`config.mk`:
```
export PLATFORM = sky130hd
export DESIGN_NAME = zeroriscy_wb_stage
export DESIGN_NICKNAME = d
export VERILOG_FILES = /design/src/rtl/zeroriscy_wb_stage.sv
export SDC_FILE = /design/constraint.sdc
export NUM_CORES = 1
export LEC_CHECK = 0
export ABC_AREA = 1
export BUFFER_PORTS_ARGS = -buffer_cell sky130_fd_sc_hd__buf_2
export CAP_MARGIN = 5
export CELL_PAD_IN_SITES_DETAIL_PLACEMENT = 1
export CELL_PAD_IN_SITES_GLOBAL_PLACEMENT = 2
export CORE_MARGIN = 2
export CORE_UTILIZATION = 24
export CTS_BUF_LIST = sky130_fd_sc_hd__clkbuf_16
export DETAILED_ROUTE_END_ITERATION = 12
export PLACE_DENSITY = 0.91
export SYNTH_ARGS = -nofsm -noshare
export SYNTH_HDL_FRONTEND = slang
export SYNTH_SLANG_ARGS = --single-unit
```
`constraint.sdc`:
```
create_clock -name clk -period 2 [get_ports clk]
set_clock_uncertainty 0.05 [all_clocks]
set_input_delay 0.2 -clock clk [delete_from_list [all_inputs] [get_ports clk]]
set_output_delay 0.2 -clock clk [all_outputs]
set_load 0.02 [all_outputs]
```
`src/rtl/zeroriscy_wb_stage.sv`:
```
// zeroriscy_wb_stage: writeback stage after EX. It turns each retiring instruction
// into one registered register-file write. Load data is aligned and sign/zero-extended
// here, and a small FSM holds EX off while a load response is outstanding.
// Latency: a non-load accepted in cycle N writes in N+1. A load response in cycle M
// writes in M+1.
// Backpressure: wb_ready_o drops while a load waits for its response or drains it.
// Ports: ex_* = instruction from EX, wb_ready_o = accept handshake, flush_i = kill,
//        lsu_* = data-memory response, rf_* = register-file write,
//        fwd_* = bypass to decode, load_err_o = load bus-error pulse.
// Optional feature: define ZERORISCY_WB_FWD_EN to drive the forwarding port.
// Without it, fwd_* is tied to zero.
module zeroriscy_wb_stage #(
  parameter int ADDR_WIDTH = 5
) (
  input  logic                  clk,
  input  logic                  rst_n,
  input  logic                  ex_valid_i,
  input  logic                  ex_we_i,
  input  logic [ADDR_WIDTH-1:0] ex_waddr_i,
  input  logic [31:0]           ex_wdata_i,
  input  logic                  ex_is_load_i,
  input  logic [1:0]            ex_load_type_i,
  input  logic                  ex_load_sign_i,
  input  logic [1:0]            ex_addr_lsb_i,
  output logic                  wb_ready_o,
  input  logic                  flush_i,
  input  logic                  lsu_rvalid_i,
  input  logic [31:0]           lsu_rdata_i,
  input  logic                  lsu_err_i,
  output logic                  rf_we_o,
  output logic [ADDR_WIDTH-1:0] rf_waddr_o,
  output logic [31:0]           rf_wdata_o,
  output logic                  fwd_valid_o,
  output logic [ADDR_WIDTH-1:0] fwd_waddr_o,
  output logic [31:0]           fwd_wdata_o,
  output logic                  load_err_o
);

  typedef enum logic [1:0] {IDLE, WRITE, WAIT_LOAD, DRAIN} state_e;

  state_e                state_q, state_d;
  logic                  rf_we_q, rf_we_d;
  logic [ADDR_WIDTH-1:0] rf_waddr_q, rf_waddr_d;
  logic [31:0]           rf_wdata_q, rf_wdata_d;
  logic                  load_err_q, load_err_d;
  // Context of the outstanding load. It is kept apart from rf_* so that the
  // visible write port stays stable while the load is in flight.
  logic                  ld_we_q, ld_we_d;
  logic [ADDR_WIDTH-1:0] ld_waddr_q, ld_waddr_d;
  logic [1:0]            ld_type_q, ld_type_d;
  logic                  ld_sign_q, ld_sign_d;
  logic [1:0]            ld_lsb_q, ld_lsb_d;
  logic                  accept;

  function automatic logic [31:0] extract(input logic [1:0] ty, input logic sg,
                                          input logic [1:0] lsb, input logic [31:0] d);
    logic [15:0] h;
    logic [7:0]  b;
    h = lsb[1] ? d[31:16] : d[15:0];
    case (lsb)
      2'd0:    b = d[7:0];
      2'd1:    b = d[15:8];
      2'd2:    b = d[23:16];
      default: b = d[31:24];
    endcase
    case (ty)
      2'b01:   return {{16{sg & h[15]}}, h};
      2'b10:   return {{24{sg & b[7]}}, b};
      default: return d;  // word and the reserved encoding
    endcase
  endfunction

  assign wb_ready_o = (state_q == IDLE) || (state_q == WRITE);
  // A flush in the same cycle as ex_valid_i wins, so nothing is accepted.
  assign accept     = ex_valid_i & wb_ready_o & ~flush_i;

  always_comb begin
    state_d    = state_q;
    rf_we_d    = 1'b0;
    rf_waddr_d = rf_waddr_q;
    rf_wdata_d = rf_wdata_q;
    load_err_d = 1'b0;
    ld_we_d    = ld_we_q;
    ld_waddr_d = ld_waddr_q;
    ld_type_d  = ld_type_q;
    ld_sign_d  = ld_sign_q;
    ld_lsb_d   = ld_lsb_q;
    case (state_q)
      IDLE, WRITE: begin
        // Stray lsu responses seen here belong to nobody and are ignored.
        state_d = IDLE;
        if (accept) begin
          if (ex_is_load_i) begin
            state_d    = WAIT_LOAD;
            ld_we_d    = ex_we_i & (ex_waddr_i != '0);
            ld_waddr_d = ex_waddr_i;
            ld_type_d  = ex_load_type_i;
            ld_sign_d  = ex_load_sign_i;
            ld_lsb_d   = ex_addr_lsb_i;
          end else begin
            state_d    = WRITE;
            rf_we_d    = ex_we_i & (ex_waddr_i != '0);
            rf_waddr_d = ex_waddr_i;
            rf_wdata_d = ex_wdata_i;
          end
        end
      end
      WAIT_LOAD: begin
        if (lsu_rvalid_i) begin
          if (flush_i) begin
            state_d = IDLE;            // the response dies with the flushed load
          end else if (lsu_err_i) begin
            state_d    = IDLE;
            load_err_d = 1'b1;
          end else begin
            state_d    = WRITE;
            rf_we_d    = ld_we_q;
            rf_waddr_d = ld_waddr_q;
            rf_wdata_d = extract(ld_type_q, ld_sign_q, ld_lsb_q, lsu_rdata_i);
          end
        end else if (flush_i) begin
          state_d = DRAIN;
        end
      end
      DRAIN: begin
        // Swallow the response of the killed load silently, error or not.
        if (lsu_rvalid_i) state_d = IDLE;
      end
      default: state_d = IDLE;
    endcase
  end

  always_ff @(posedge clk or negedge rst_n) begin
    if (!rst_n) begin
      state_q    <= IDLE;
      rf_we_q    <= 1'b0;
      rf_waddr_q <= '0;
      rf_wdata_q <= '0;
      load_err_q <= 1'b0;
      ld_we_q    <= 1'b0;
      ld_waddr_q <= '0;
      ld_type_q  <= 2'b00;
      ld_sign_q  <= 1'b0;
      ld_lsb_q   <= 2'b00;
    end else begin
      state_q    <= state_d;
      rf_we_q    <= rf_we_d;
      rf_waddr_q <= rf_waddr_d;
      rf_wdata_q <= rf_wdata_d;
      load_err_q <= load_err_d;
      ld_we_q    <= ld_we_d;
      ld_waddr_q <= ld_waddr_d;
      ld_type_q  <= ld_type_d;
      ld_sign_q  <= ld_sign_d;
      ld_lsb_q   <= ld_lsb_d;
    end
  end

  assign rf_we_o    = rf_we_q;
  assign rf_waddr_o = rf_waddr_q;
  assign rf_wdata_o = rf_wdata_q;
  assign load_err_o = load_err_q;

`ifdef ZERORISCY_WB_FWD_EN
  assign fwd_valid_o = rf_we_q;
  assign fwd_waddr_o = rf_waddr_q;
  assign fwd_wdata_o = rf_wdata_q;
`else
  assign fwd_valid_o = 1'b0;
  assign fwd_waddr_o = '0;
  assign fwd_wdata_o = '0;
`endif

endmodule

```
Word-level counts from Yosys, hierarchy flattened
Index checks and enable logic that the tools add are counted.

Flip-flop bits (word level): 52. Memory bits (read-only): 0. Latch bits: 0. Output and inout bits: 78. Memories kept: 0. Input port bits: 82. Memory bits (writable): 0.

Eq/ne operators: 14. Add/sub/neg operators: 0. Multipliers: 0. $lt $le $gt $ge: 0. Muxes and demuxes: 37. Shifts and indexed selects: 0. Bitwise logic cells: 6. Div/mod/pow operators: 0. Reduce and logical (&&, ||, !) cells: 9.

Operators with widths (count): 2-to-1 mux 32 bit (5); one-hot mux 32 bit (2 select lines) (2); 2-to-1 mux 8 bit (4); 2-to-1 mux 5 bit (5); one-hot mux 8 bit (3 select lines) (1); 2-to-1 mux 16 bit (1); != test 2 bit, second input constant (6); 2-to-1 mux 1 bit (11); 2-to-1 mux 2 bit (5); one-hot mux 5 bit (2 select lines) (1); equality test 2 bit, second input constant (4); equality test 2 x 1 -> 1 bit, second input constant (3); one-hot mux 2 bit (3 select lines) (1); AND reduction 6 bit (1); AND 1 bit (5); nonzero test 5 bit (1); zero test 2 bit (2); != test 3 bit, second input constant (1); AND reduction 3 bit (1); one-hot mux 1 bit (2 select lines) (1); AND reduction 2 bit (1); nonzero test 2 bit (1); OR reduction 2 bit (1); logical OR 1 bit (1); inverter 1 bit (1).

Logic depth before layout (Yosys ltp)
Gate-level depths: netlist (run 1).

Word-level depth: 12. Mapped depth: 10.

Least setup slack after synthesis (run 1)
No wires, ideal clock.

Kind: register to register. Start: register ld_type_q[1]. End: register rf_wdata_q[18], in the netlist rf_wdata_o[18]. Buffers on the path: 2. Data required time: 1.885 ns. Data arrival time: 1.363 ns. Stages on the path, launching flop included: 11. Slack: 0.522 ns. Cells stage by stage: dfrtp_1 -> inv_1 -> ha_1 -> clkbuf_1 -> nand2_1 -> nand2_1 -> nand2_2 -> buf_6 -> nand2_1 -> nand2_1 -> nand2_1.

Longest elaborated chain between the ends: 6. Elaborated cells between the ends (all ways): 7. Classes of those cells: eq/ne: 2; mux: 5.

Ends and longest elaborated chain: from (decl) (RTL line 50) `logic [1:0] ld_type_q, ld_type_d;`; from (signal assigned) (RTL line 153) `ld_type_q <= ld_type_d;`; equality test 2 bit or equality test 2 x 1 -> 1 bit (tied branches) (RTL line 66) `case (ty)`; one-hot mux 32 bit (2 select lines) (*) (RTL line 66); 2-to-1 mux 32 bit (*) (RTL line 112) `end else if (lsu_err_i) begin`; 2-to-1 mux 32 bit (*) (RTL line 110) `if (flush_i) begin`; 2-to-1 mux 32 bit (*) (RTL line 109) `if (lsu_rvalid_i) begin`; one-hot mux 32 bit (2 select lines) (*) (RTL line 88) `case (state_q)`; to (signal assigned) (RTL line 149) `rf_wdata_q <= rf_wdata_d;`; to (decl) (RTL line 44) `logic [31:0] rf_wdata_q, rf_wdata_d;`.

Mark *: on every way between the ends. The rest lies on a longest branch, timed or not. The select of a mux whose other input is x is not followed. A chain may end at the register's enable or synchronous reset.

Worst setup path after layout (run 1)
Start: register ld_type_q[0]. End: register rf_wdata_q[4], in the netlist rf_wdata_o[4].

The elaborated chain is that of the path after synthesis.

==> summary by stage, run 1 <==
STA
The final count of hold timing violations is 0. The maximum clock frequency is about 550 MHz. Setup violations remaining at the end of the flow were counted as 0. The headroom to the max-slew limit is 62.5%. After layout, the worst path uses about nine tenths of the clock period. The accumulated negative setup slack is 0 ns. The max-slew violation count is 0. The slew at the pin closest to its max-slew limit is 0.563 ns. The shortest clock period the worst path allows after layout is 1.81 ns. The worst hold slack after final layout is approximately 0.056 ns. The post-layout worst setup margin is 0.194 ns. Setup repair after global routing left no endpoint under its margin.

Power
The overall power is around 4 mW. The internal portion of the total power is 2.30 mW. The leakage power of the design is 2.21 nW.

The clock share of power is approximately a quarter. VDD sags by at most 0.321 mV. Registers are responsible for between 30% and 40% of the overall power. For this design the total switching power over the nets is around 1.7 mW.

Of the total power, the share spent switching nets is a little over two fifths. The power density over cell area is about 960 mW/mm^2. The combinational share of power is between 40% and 50%.

Route
Once detail routing completed, the nets flagged for antenna violations numbered 0. The DRC marker count from the first detailed-route iteration is 93. The total number of vias is ~3400. The number of DRC violations after detailed routing is 0. After detailed routing, the average wire length per cell comes to about 14 um. Summed over all layers, the routed wires come to around 11 mm. The detailed-route vias per instance is between 4 and 5. The number of optimization iterations in the first detailed-route pass is 4.

Synthesis
The post-synthesis cell type count is 29. The number of synthesized flops with an enable pin is 0. The number of warnings printed during yosys synthesis is 0. The synthesized instance count is slightly below 500. The proportion of register bits with asynchronous set or reset after synthesis is 100%. The prevailing post-synth register cell is sky130_fd_sc_hd__dfrtp_1.

By count the netlist is led by sky130_fd_sc_hd__nand2_1, sky130_fd_sc_hd__nor2_1, sky130_fd_sc_hd__dfrtp_1, sky130_fd_sc_hd__a21oi_1, sky130_fd_sc_hd__buf_4. The most frequently used cell type in the post-synthesis netlist is sky130_fd_sc_hd__nand2_1. Counting flops and latches in the post-synthesis netlist gives between 50 and 60. By area the synthesized netlist is led by sky130_fd_sc_hd__dfrtp_1, sky130_fd_sc_hd__nand2_1, sky130_fd_sc_hd__buf_4, sky130_fd_sc_hd__nor2_1, sky130_fd_sc_hd__a21oi_1. Of all cell types, the one taking the most synthesized area is sky130_fd_sc_hd__dfrtp_1. The top cell type by area accounts for a little under two fifths of the synthesized area.

After synthesis, the mean cell area works out to between 6 and 7 sq um. Sequential cells were found to cover a little under two fifths of the synthesized design area. The synthesized netlist occupies a cell area of 0.00339 sq mm.

Critical path
In this design, the critical path's most frequently occurring cell is sky130_fd_sc_hd__nand2_1. In this run the register-to-register setup slack is 0.19 ns. In this run the critical register-to-register path is captured at rf_wdata_o[4]$_DFFE_PN0P_. In this design, the stage delay of the slowest critical-path cell is 0.54 ns. Along the worst path, the maximum fanout reaches 11. By startpoint and endpoint, the worst setup path is classified as flip-flop to flip-flop. Counting cells, the worst reg-to-reg path comes to 8. The worst setup path is launched from a flip-flop. At the worst endpoint, the required time is between 2 and 2.5 ns. The largest individual stage delay along the critical path comes from the cell sky130_fd_sc_hd__ha_1. The signal on the critical path passes through inv_1 > ha_1 > inv_1 > o21ai_2 > nand2_1 > nand3_1 > nand2_1 > nand2_1. STA classifies the critical path endpoint as a flip-flop.

The critical path data arrival time is roughly 2.0 ns. The startpoint identified for the worst register-to-register timing path is ld_type_q[0]$_DFFE_PN0P_. In this run the worst setup path begins at ld_type_q[0]$_DFFE_PN0P_.

Clock tree
The clock transition at the registers of the reported paths is about 0.08 ns. Post-CTS timing repair inserted 0 buffers for setup. Clock tree synthesis inserted a total of 5 buffers. The cell sitting at the root of the clock tree is a sky130_fd_sc_hd__clkbuf_16. The clock sink total is 52.

The clock tree synthesis step divided the H-tree into 2 levels. The TritonCTS clock tree is yes. The clock passes through at most 2 buffers. The clock insertion delay at the later pin of the skew report is approximately 0.32 ns.

Place
The area after detailed placement is between 0.004 and 0.005 sq mm. The HPWL after detailed placement is 8.59 mm. Prior to clock tree synthesis, the placed netlist has a worst setup slack of 0.113 ns. The global placement routability congestion is 0.850. The number of buffers inserted by port buffering is around 120. The instance count after placement with tap cells included is approximately 770.

Finish
Cells with a size suffix above 1 make up a little over a quarter of the layout. The number of nets in the finished design is approximately 700. 0 antenna diodes ended up in the layout. The total non-filler cell area in the finished layout is 0.00417 sq mm. The number of standard cells in the final layout excluding fillers is approximately 800. At the end of the flow the core is filled with cells to 30.2%.

The area growth from synthesis to layout is 23.0%. The number of fill cells in the layout is approximately 1800.

Floorplanning
In this run the vertical extent of the chip is between 100 and 150 um. The area of the die is approximately 0.015 sq mm. The floorplan step defined a core boundary enclosing about 0.014 sq mm. between 150 and 200 I/O pins were placed. The site row count is 43. For this configuration, the core starts out at a cell density of 24.5%.

The horizontal die dimension is roughly 120 um.

Worst hold path
The number of stages on the worst hold path is 2. The worst hold path class is primary input to flip-flop. The worst hold path endpoint is load_err_o$_DFF_PN0_.

The start point of the worst min-delay path is flush_i.

GRT
The initial antenna violation count is 1. The remaining global-route overflow is 0. The wire length of the first global-routing pass is between 15 and 20 mm. The number of global-route vias before repair is between 3000 and 4000. In the global route stage, overall resource usage came out at between 10% and 20%. Entering global routing, the biggest net connects between 50 and 60 pins.

Outcome
The flow ran to the end, and the final reports show no timing, DRC or antenna violations.

Job
The count of max-cap constraint violations is 0.
area by class of cell:
class / instances / area [sq um] / share of cell area, %
clock buffers: 5 / 125 / 3.00
well taps: 180 / 225 / 5.40
clock inverters: 3 / 26.3 / 0.630
repair buffers: 130 / 704 / 16.9
inverters: 26 / 100 / 2.40
multi-input cells: 384 / 1690 / 40.5
flip-flops and latches: 52 / 1300 / 31.2
how the worst max path moves through the flow:
| stage | end | slack [ns] | depth (start not counted) |
|---|---|---|---|
| after floorplan | rf_wdata_o[18]$_DFFE_PN0P_ | 0.52 | 10 |
| after global placement | rf_wdata_o[3]$_DFFE_PN0P_ | 0.23 | 8 |
| after detailed placement | rf_wdata_o[1]$_DFFE_PN0P_ | 0.11 | 9 |
| after CTS | rf_wdata_o[1]$_DFFE_PN0P_ | 0.1 | 9 |
| after global routing | rf_wdata_o[3]$_DFFE_PN0P_ | 0.05 | 8 |
| final | rf_wdata_o[4]$_DFFE_PN0P_ | 0.19 | 8 |
per-layer routing:
layer / wire [um] / vias up / track usage [%]
met1: 4830 / 1573 / 18.7
met3: 814 / 11 / 4.32
met4: 112 / 2 / 3.23
li1: - / 1681 / -
met2: 5370 / 109 / 25.5
met5: 7 / - / 0
worst max-delay path, delay by kind of cell (launching register included):
family          cells  cell delay, ns
buf+inv             2            0.28
compound gates      1            0.19
fa+ha+maj           1            0.54
flops               1            0.36
simple gates        4            0.31
cells by family (layout without fill, tap and decap cells):
logic type,count (synthesis),count (layout),share of synthesized area (%)
other,1,38,0.111
flip-flops,52,52,38.4
multiplexers,2,2,0.664
AO/OA/AOI/OAI,90,90,14.8
adder cells (fa/ha/maj),2,2,0.738
AND/OR/NAND/NOR,252,252,29.4
buffers and inverters,89,164,15.9
layout by cell type (no fill, tap or decap), drive strengths merged:
cell and n:
nor4 1, o21ai 25, buf 129, nand4 1, nand2 168, a21oi 57, clkinv 1, a31oi 5
ha 2, clkbuf 5, nand3 11, nor2 71, dfrtp 52, conb 38, o22ai 1, o21a 2
mux2 2, dlygate4sd3 1, inv 28
state kept, by name, summed over array words and instances (netlist names):
name        flops
rf_wdata_o     32
ld_waddr_q      5
rf_waddr_o      5
ld_lsb_q        2
ld_type_q       2
state_q         2
ld_sign_q       1
ld_we_q         1
load_err_o      1
rf_we_o         1
power groups by stage:
| stage | Combinational [mW] | Sequential [mW] | Clock, mW |
|---|---|---|---|
| 3_5_place_dp | 1.63 | 1.46 | 0 |
| 6_report | 1.61 | 1.44 | 0.937 |
| 5_1_grt | 1.80 | 1.47 | 1.01 |
| 2_1_floorplan | 0.886 | 1.69 | 0 |
| 4_1_cts | 1.63 | 1.44 | 0.978 |
| 3_3_place_gp | 1.59 | 1.45 | 0 |
what timing repair did:
item	4_1_cts	5_1_grt
hold buffers	1	0
hold endpoints to repair	20	0
gates resized for setup	0	3
endpoints found under the setup margin	0	16
Power figures use the tool's default switching activity.
==> inputs of run 2 (changes only) <==
Settings changed: CORE_ASPECT_RATIO set to 0.7, PLACE_DENSITY 0.91 to unset, PLACE_DENSITY_LB_ADDON set to 0.1.
==> run 2 against run 1 <==
Compared with the run above:
- sequential power is essentially flat
- setup slack gained 0.088 ns
- critical path type unchanged
- combinational power is essentially flat
- via count grew 1.4%
- global-route usage grew 0.31 points
- die area is essentially flat
- largest power group unchanged
- largest cell class unchanged
- register-to-register slack gained 0.09 ns
- cell area grew 0.87%
==> summary by stage, run 2 (same netlist as run 1, synthesis figures left out) <==
STA
The post-layout worst setup margin is 0.282 ns (+0.0884 ns). The final count of negative-setup-slack endpoints is 0 (unchanged). The shortest clock period the worst path allows after layout is 1.72 ns (-0.0884 ns). The accumulated negative setup slack is 0 ns (unchanged). The max-slew violation count is 0 (unchanged). The final count of hold timing violations is 0 (unchanged). The portion of the clock cycle consumed by the worst path in the final layout is 85.9% (-4.4 points). The maximum clock frequency is 582 MHz (+5.1%). Setup repair after global routing left no endpoint under its margin.

GRT
The maximum number of pins on one net before global-route repair is 26 (-54%). The remaining global-route overflow is 0 (unchanged). The wire length of the first global-routing pass is 18.0 mm (+4.3%). The initial antenna violation count is 0 (-1). The overall global routing resource usage is 15.3% (+0.31 points). The number of global-route vias before repair is 3446 (-0.46%).

Critical path
The cell occurring most often along the worst timing path is sky130_fd_sc_hd__nand2_1. The slowest stage of the critical path is the sky130_fd_sc_hd__a21oi_2 cell. The number of buffer and inverter instances along the worst setup path is 1 (-1). The cell depth of the worst setup path is 8 (unchanged). In this run the critical register-to-register path is captured at rf_wdata_o[5]$_DFFE_PN0P_. The logic depth of the worst register-to-register path is 8 (unchanged).

The critical path data arrival time is 1.86 ns (-0.14 ns). The capturing instance or port of the critical path is rf_wdata_o[5]$_DFFE_PN0P_. The minimum setup slack among reg-to-reg paths is 0.28 ns (+0.09 ns).

The data required time of the critical path is 2.14 ns (-0.06 ns). The worst-path maximum fanout is 8 (-3). The launching element of the worst setup path is ld_type_q[0]$_DFFE_PN0P_. By startpoint and endpoint, the worst setup path is classified as flip-flop to flip-flop. Walking the worst path, the cells encountered are inv_1 > ha_1 > a21oi_2 > o21ai_0 > nand2_1 > nand3_1 > nand2_1 > nand2_1.

The critical path capture point type is a flip-flop. The beginning of the worst register-to-register path is ld_type_q[0]$_DFFE_PN0P_. The largest stage delay on the critical path was 0.37 ns (-0.17 ns). The type of element launching the critical path is a flip-flop.

In this design, the largest share of critical-path delay is due to compound AO/OA/AOI/OAI gates.

Finish
The post-route core utilization is 30.3% (+0.16 points). The synthesis-to-layout area growth is 24.1%. The flip-flop count of the largest register after layout is 32 (unchanged).

The number of fill cells in the layout was 1804 (+1.9%). The most frequent standard cell in the layout excluding fill and tap cells is sky130_fd_sc_hd__nand2_1. The library cells used most frequently in the layout, excluding fill and tap cells, are sky130_fd_sc_hd__nand2_1, sky130_fd_sc_hd__buf_2, sky130_fd_sc_hd__nor2_1. The share of layout cells above drive strength 1 is 26.6% (+0.23 points). The number of diodes added for antenna fixing was 0 (unchanged). The number of nets in the finished design is 689 (+0.88%).

Floorplanning
The horizontal die dimension is 146 um (+19%). The site row count is 36 (-16%). The die extent in y was 103 um (-16%). The starting density of the core is 24.4% (-0.082 points). The I/O pin count was 160 (unchanged).

The area of the die is 0.0151 sq mm (about the same). The floorplan core area is 0.0139 sq mm (+0.33%).

Route
The total number of vias came to 3422 (+1.4%). The detailed-route vias per instance is 4.30 (-0.67%). The post-route antenna net violation count is 0 (unchanged). The number of optimization iterations in the first detailed-route pass is 4 (unchanged).

The DRC marker count from the first detailed-route iteration is 121 (+30%). The total wire length after detailed routing is 11.4 mm (+2.4%). The number of DRC violations after detailed routing was 0 (unchanged).

The routed wirelength normalized by instance count came to 14.3 um (+0.32%).

Power
The maximum vdd ir drop is 0.338 mV (+5.2%). The power density over cell area came to 932 mW/mm^2 (-2.6%). The leakage power of the design is 2.24 nW (+1.3%).

Outcome
The flow ran to the end, and the final reports show no timing, DRC or antenna violations.

Clock tree
The clock sink total is 52 (unchanged). The count of buffers added by post-CTS timing repair for setup is 0 (unchanged). The clock insertion delay at the later pin of the skew report came to 0.29 ns (-0.03 ns). The TritonCTS buffer count is 5 (unchanged). The number of buffers between clock root and the deepest sink is 2 (unchanged). The post-CTS resize count is 0 (unchanged). The clock transition at the registers of the reported paths came to 0.07 ns (about the same). The number of levels in the clock H-tree was 2 (unchanged).

The root buffer cell chosen for the clock tree is sky130_fd_sc_hd__clkbuf_16. TritonCTS built the clock tree.

Place
The number of buffers inserted by port buffering is 121 (unchanged). The global placement routability congestion is 0.790 (-7.0%). The HPWL after detailed placement is 9.13 mm (+6.4%).

The worst slack at placement is 0.264 ns (+0.150 ns).

Worst hold path
The worst hold path class is primary input to flip-flop.

Job
The count of max-cap constraint violations is 0 (unchanged).
run 2: cell count changes in the layout (fill, tap and decap cells not counted):
| cell | previous run | this run |
|---|---|---|
| sky130_fd_sc_hd__inv_1 | 23 | 25 |
| sky130_fd_sc_hd__clkinv_4 | 1 | 0 |
| sky130_fd_sc_hd__inv_2 | 2 | 3 |
| sky130_fd_sc_hd__clkinv_1 | 0 | 1 |
| sky130_fd_sc_hd__buf_4 | 5 | 12 |
| sky130_fd_sc_hd__inv_4 | 1 | 0 |
| sky130_fd_sc_hd__buf_6 | 1 | 0 |
| sky130_fd_sc_hd__inv_6 | 2 | 0 |
run 2: metal layers:
layer	track usage [%]	wire length, um	up-vias
li1	-	-	1695
met1	20.1	5480	1629
met2	25.8	5210	90
met3	3.55	594	8
met4	3.81	107	0
met5	0	0	-
run 2: how the worst min path moves through the flow:
stage | start | end | slack, ns | cells past startpoint
6_report | ex_addr_lsb_i[1] | ld_lsb_q[1]$_DFFE_PN0P_ | 0.09 | 2
5_1_grt | ex_addr_lsb_i[1] | ld_lsb_q[1]$_DFFE_PN0P_ | 0.09 | 2
4_1_cts | ex_addr_lsb_i[1] | ld_lsb_q[1]$_DFFE_PN0P_ | 0.08 | 2
3_5_place_dp | rst_n | state_q[1]$_DFFE_PN0P_ | 0.1 | 1
3_3_place_gp | rst_n | state_q[1]$_DFFE_PN0P_ | 0.09 | 1
2_1_floorplan | rst_n | ld_lsb_q[0]$_DFFE_PN0P_ | -0.15 | 0
run 2: through the flow:
stage	area (sq um)	total power [mW]	hold WS, ns	std cells
3_5_place_dp	4060	3.11	0.0992	787
4_1_cts	4210	3.99	0.0806	796
5_1_grt	4210	4.24	0.0943	796
6_report	4210	3.92	0.0869	796
3_3_place_gp	4060	3.08	0.0906	787
2_1_floorplan	3530	2.57	-0.146	525
run 2: timing repair:
action | 4_1_cts | 5_1_grt
endpoints found under the hold margin | 14 | 0
endpoints found under the setup margin | 0 | 0
hold buffers | 1 | 0
run 2: worst register-to-register path, stage by stage (launching register included):
cell and delay [ns]:
sky130_fd_sc_hd__dfrtp_1 0.35, sky130_fd_sc_hd__inv_1 0.06, sky130_fd_sc_hd__ha_1 0.24, sky130_fd_sc_hd__a21oi_2 0.38, sky130_fd_sc_hd__o21ai_0 0.18, sky130_fd_sc_hd__nand2_1 0.14, sky130_fd_sc_hd__nand3_1 0.10, sky130_fd_sc_hd__nand2_1 0.07
sky130_fd_sc_hd__nand2_1 0.04
run 2: final cells by class:
type | count | area (sq um) | share of cell area, %
clock buffer | 5 | 125 | 2.97
clock inverter | 3 | 11.3 | 0.268
timing repair buffer | 136 | 746 | 17.7
sequential | 52 | 1300 | 30.9
multi-input combinational | 384 | 1690 | 40.1
tap | 190 | 238 | 5.65
inverter | 26 | 97.6 | 2.32
run 2: report_power, final:
| group | leakage, nW | total, mW | internal [mW] | switching (mW) |
|---|---|---|---|---|
| logic | 1.54 | 1.62 | 0.532 | 1.09 |
| registers | 0.624 | 1.44 | 1.30 | 0.148 |
| clock network | 0.0738 | 0.854 | 0.453 | 0.401 |
| total | 2.24 | 3.92 | 2.28 | 1.64 |
==> inputs of run 3 (changes only) <==
Settings changed: CORE_ASPECT_RATIO 0.7 to 0.9.
==> run 3 against run 2 <==
Compared with the run above:
- clock power grew 10%
- routed wire length increased by 1.9%
- power up 2.3%
- final cell count decreased by 0.13%
- setup slack about the same
- register-to-register slack about the same
- sequential share of layout area grew 0.074 points
- die area hardly changed
- first-iteration DRC count down 1.7%
- core utilization is 0.13 points lower
- via count shrank 1.8%
- maximum frequency is essentially flat
- critical path type unchanged
==> summary by stage, run 3 (same netlist as run 1, synthesis figures left out) <==
Outcome
The flow ran to the end, and the final reports show no timing, DRC or antenna violations.

Route
The detailed-route vias per instance was 4.23 (-1.7%). The total number of vias was 3360 (-1.8%). The number of DRC violations after detailed routing was 0 (unchanged). The total wire length after detailed routing is 11.6 mm (+1.9%).

The number of optimization iterations in the first detailed-route pass was 4 (unchanged). The DRC marker count from the first detailed-route iteration is 119 (-1.7%). The post-route antenna net violation count came to 0 (unchanged).

The routed wirelength normalized by instance count is 14.6 um (+2.0%).

Floorplanning
The floorplan core area is 0.0139 sq mm (+0.21%). The die extent in y was 117 um (+13%). The site row count came to 41 (+14%).

The area of the die was 0.0151 sq mm (about the same). The horizontal die dimension is 129 um (-11%). The I/O pin count came to 160 (unchanged). The starting density of the core is 24.4% (-0.051 points).

Critical path
The critical path capture point type is a flip-flop. The critical path start-end classification is flip-flop to flip-flop. Walking the worst path, the cells encountered are inv_1 > ha_1 > buf_4 > a21oi_2 > o21ai_0 > nand2_1 > nand3_1 > nand2_1 > nand2_1.

The worst-path maximum fanout is 11 (+3). The cell occurring most often along the worst timing path is sky130_fd_sc_hd__nand2_1. The data required time of the critical path is 2.16 ns (+0.02 ns). The critical path data arrival time is 1.88 ns (+0.02 ns).

The worst setup path is launched from a flip-flop. The slowest stage cell on the critical path is sky130_fd_sc_hd__dfrtp_1. The beginning of the worst register-to-register path is ld_type_q[1]$_DFFE_PN0P_.

The largest stage delay on the critical path is 0.36 ns (about the same). The kind of cell adding the most delay to the critical path is compound AO/OA/AOI/OAI gates. The number of buffer and inverter instances along the worst setup path was 2 (+1). The launching element of the worst setup path is ld_type_q[1]$_DFFE_PN0P_.

STA
The post-layout worst setup margin was 0.282 ns (+0.000210 ns). The final count of hold timing violations came to 0 (unchanged). The slew at the pin closest to its max-slew limit is approximately 0.71 ns. The headroom to the max-slew limit is between 50% and 60%. The final count of negative-setup-slack endpoints is 0 (unchanged).

The accumulated negative setup slack was 0 ns (unchanged). The max-slew violation count came to 0 (unchanged). The maximum clock frequency is 582 MHz (about the same). The portion of the clock cycle consumed by the worst path in the final layout came to 85.9% (about the same).

Setup repair after global routing left no endpoint under its margin. The worst hold slack after final layout is 0.0672 ns (-0.0197 ns). The shortest clock period the worst path allows after layout is 1.72 ns (-0.000210 ns).

Clock tree
TritonCTS built the clock tree. The number of levels in the clock H-tree is 2 (unchanged). The clock transition at the registers of the reported paths came to 0.08 ns (about the same).

The clock sink total is 52 (unchanged). The clock insertion delay at the later pin of the skew report is 0.31 ns (+0.02 ns). The count of buffers added by post-CTS timing repair for setup came to 0 (unchanged). The TritonCTS buffer count is 5 (unchanged). The buffer cell driving the clock tree root is sky130_fd_sc_hd__clkbuf_16. The number of buffers between clock root and the deepest sink is 2 (unchanged).

Place
The instance count after placement with tap cells included is 786 (-0.13%). The number of buffers inserted by port buffering was 121 (unchanged). The worst slack at placement is 0.0867 ns (-0.177 ns). The global placement routability congestion is 0.759 (-3.9%). The HPWL after detailed placement is 8.76 mm (-4.1%).

The area after detailed placement is 0.00404 sq mm (-0.65%).

Job
The count of max-cap constraint violations was 0 (unchanged).

GRT
The maximum number of pins on one net before global-route repair was 56 (+120%). The initial antenna violation count is 0 (unchanged). The wire length of the first global-routing pass came to 18.2 mm (+0.92%).

The remaining global-route overflow was 0 (unchanged). The number of global-route vias before repair is 3403 (-1.2%). The overall global routing resource usage is 15.6% (+0.35 points).

Power
The maximum vdd ir drop was 0.335 mV (-0.84%). The power density over cell area is 956 mW/mm^2 (+2.6%). The overall power was 4.01 mW (+2.3%). The leakage power of the design is 2.21 nW (-1.1%).

Finish
The share of layout cells above drive strength 1 is 26.6% (about the same). The flip-flop count of the largest register after layout was 32 (unchanged). The library cells used most frequently in the layout, excluding fill and tap cells, are sky130_fd_sc_hd__nand2_1, sky130_fd_sc_hd__buf_2, sky130_fd_sc_hd__nor2_1. The number of diodes added for antenna fixing is 0 (unchanged).

The post-route core utilization is 30.2% (-0.13 points). The most frequent standard cell in the layout excluding fill and tap cells is sky130_fd_sc_hd__nand2_1. The synthesis-to-layout area growth is 23.8%. The number of nets in the finished design is 685 (-0.58%). The total non-filler cell area in the finished layout was 0.00420 sq mm (-0.24%). The number of fill cells in the layout came to 1772 (-1.8%). The number of standard cells in the final layout excluding fillers was 795 (-0.13%).

Worst hold path
The startpoint identified for the worst hold timing path is flush_i. The worst hold path class is primary input to flip-flop.
## run 3: changes by cell type in the layout (fill, tap and decap cells not counted)
cell,delta
sky130_fd_sc_hd__buf_4,-4
sky130_fd_sc_hd__inv_1,-2
sky130_fd_sc_hd__inv_6,+2
sky130_fd_sc_hd__clkinv_1,-1
sky130_fd_sc_hd__clkinvlp_4,+1
sky130_fd_sc_hd__inv_2,-1
sky130_fd_sc_hd__inv_4,+1
## run 3: final timing paths
kind                       depth (start not counted)                          to  slack, ns
max                                                9   rf_wdata_o[6]$_DFFE_PN0P_       0.28
min                                                2        load_err_o$_DFF_PN0_       0.07
max reg2reg                                        9   rf_wdata_o[6]$_DFFE_PN0P_       0.28
min reg2reg                                        2  rf_wdata_o[24]$_DFFE_PN0P_       0.43
max in group asynchronous                          3        load_err_o$_DFF_PN0_       0.86
min in group asynchronous                          2   rf_waddr_o[3]$_DFFE_PN0P_       0.42
## run 3: area by class of cell
type	count	area (sq um)	area share, %
clock buffers	5	125	2.98
clock inverters	3	25.0	0.596
inverters	26	100	2.38
multi-input cells	384	1690	40.2
flip-flops and latches	52	1300	31.0
well taps	193	241	5.75
repair buffers	132	716	17.0
## run 3: what timing repair did
item / 4_1_cts / 5_1_grt
hold buffers: 1 / 0
endpoints found under the setup margin: 0 / 20
hold endpoints to repair: 24 / 0
resized for setup: 0 / 2
## run 3: worst register-to-register path, cell delays in order (launching register included)
cell	delay, ns
sky130_fd_sc_hd__dfrtp_1	0.36
sky130_fd_sc_hd__inv_1	0.06
sky130_fd_sc_hd__ha_1	0.18
sky130_fd_sc_hd__buf_4	0.18
sky130_fd_sc_hd__a21oi_2	0.29
sky130_fd_sc_hd__o21ai_0	0.17
sky130_fd_sc_hd__nand2_1	0.12
sky130_fd_sc_hd__nand3_1	0.09
sky130_fd_sc_hd__nand2_1	0.09
sky130_fd_sc_hd__nand2_1	0.04
## run 3: routing by layer
metal / vias up / global-route usage [%] / share of wire (%)
met3: 8 / 2.59 / 4.8
met1: 1572 / 21.0 / 48
met4: 0 / 4.78 / 1.3
met5: - / 0 / 0
li1: 1689 / - / -
met2: 91 / 25.9 / 46
## run 3: where the power goes
group / internal, mW / switching (mW) / total (mW) / leakage (nW)
Sequential: 1.30 / 0.151 / 1.45 / 0.624
Clock: 0.475 / 0.464 / 0.940 / 0.0708
Combinational: 0.532 / 1.09 / 1.63 / 1.52
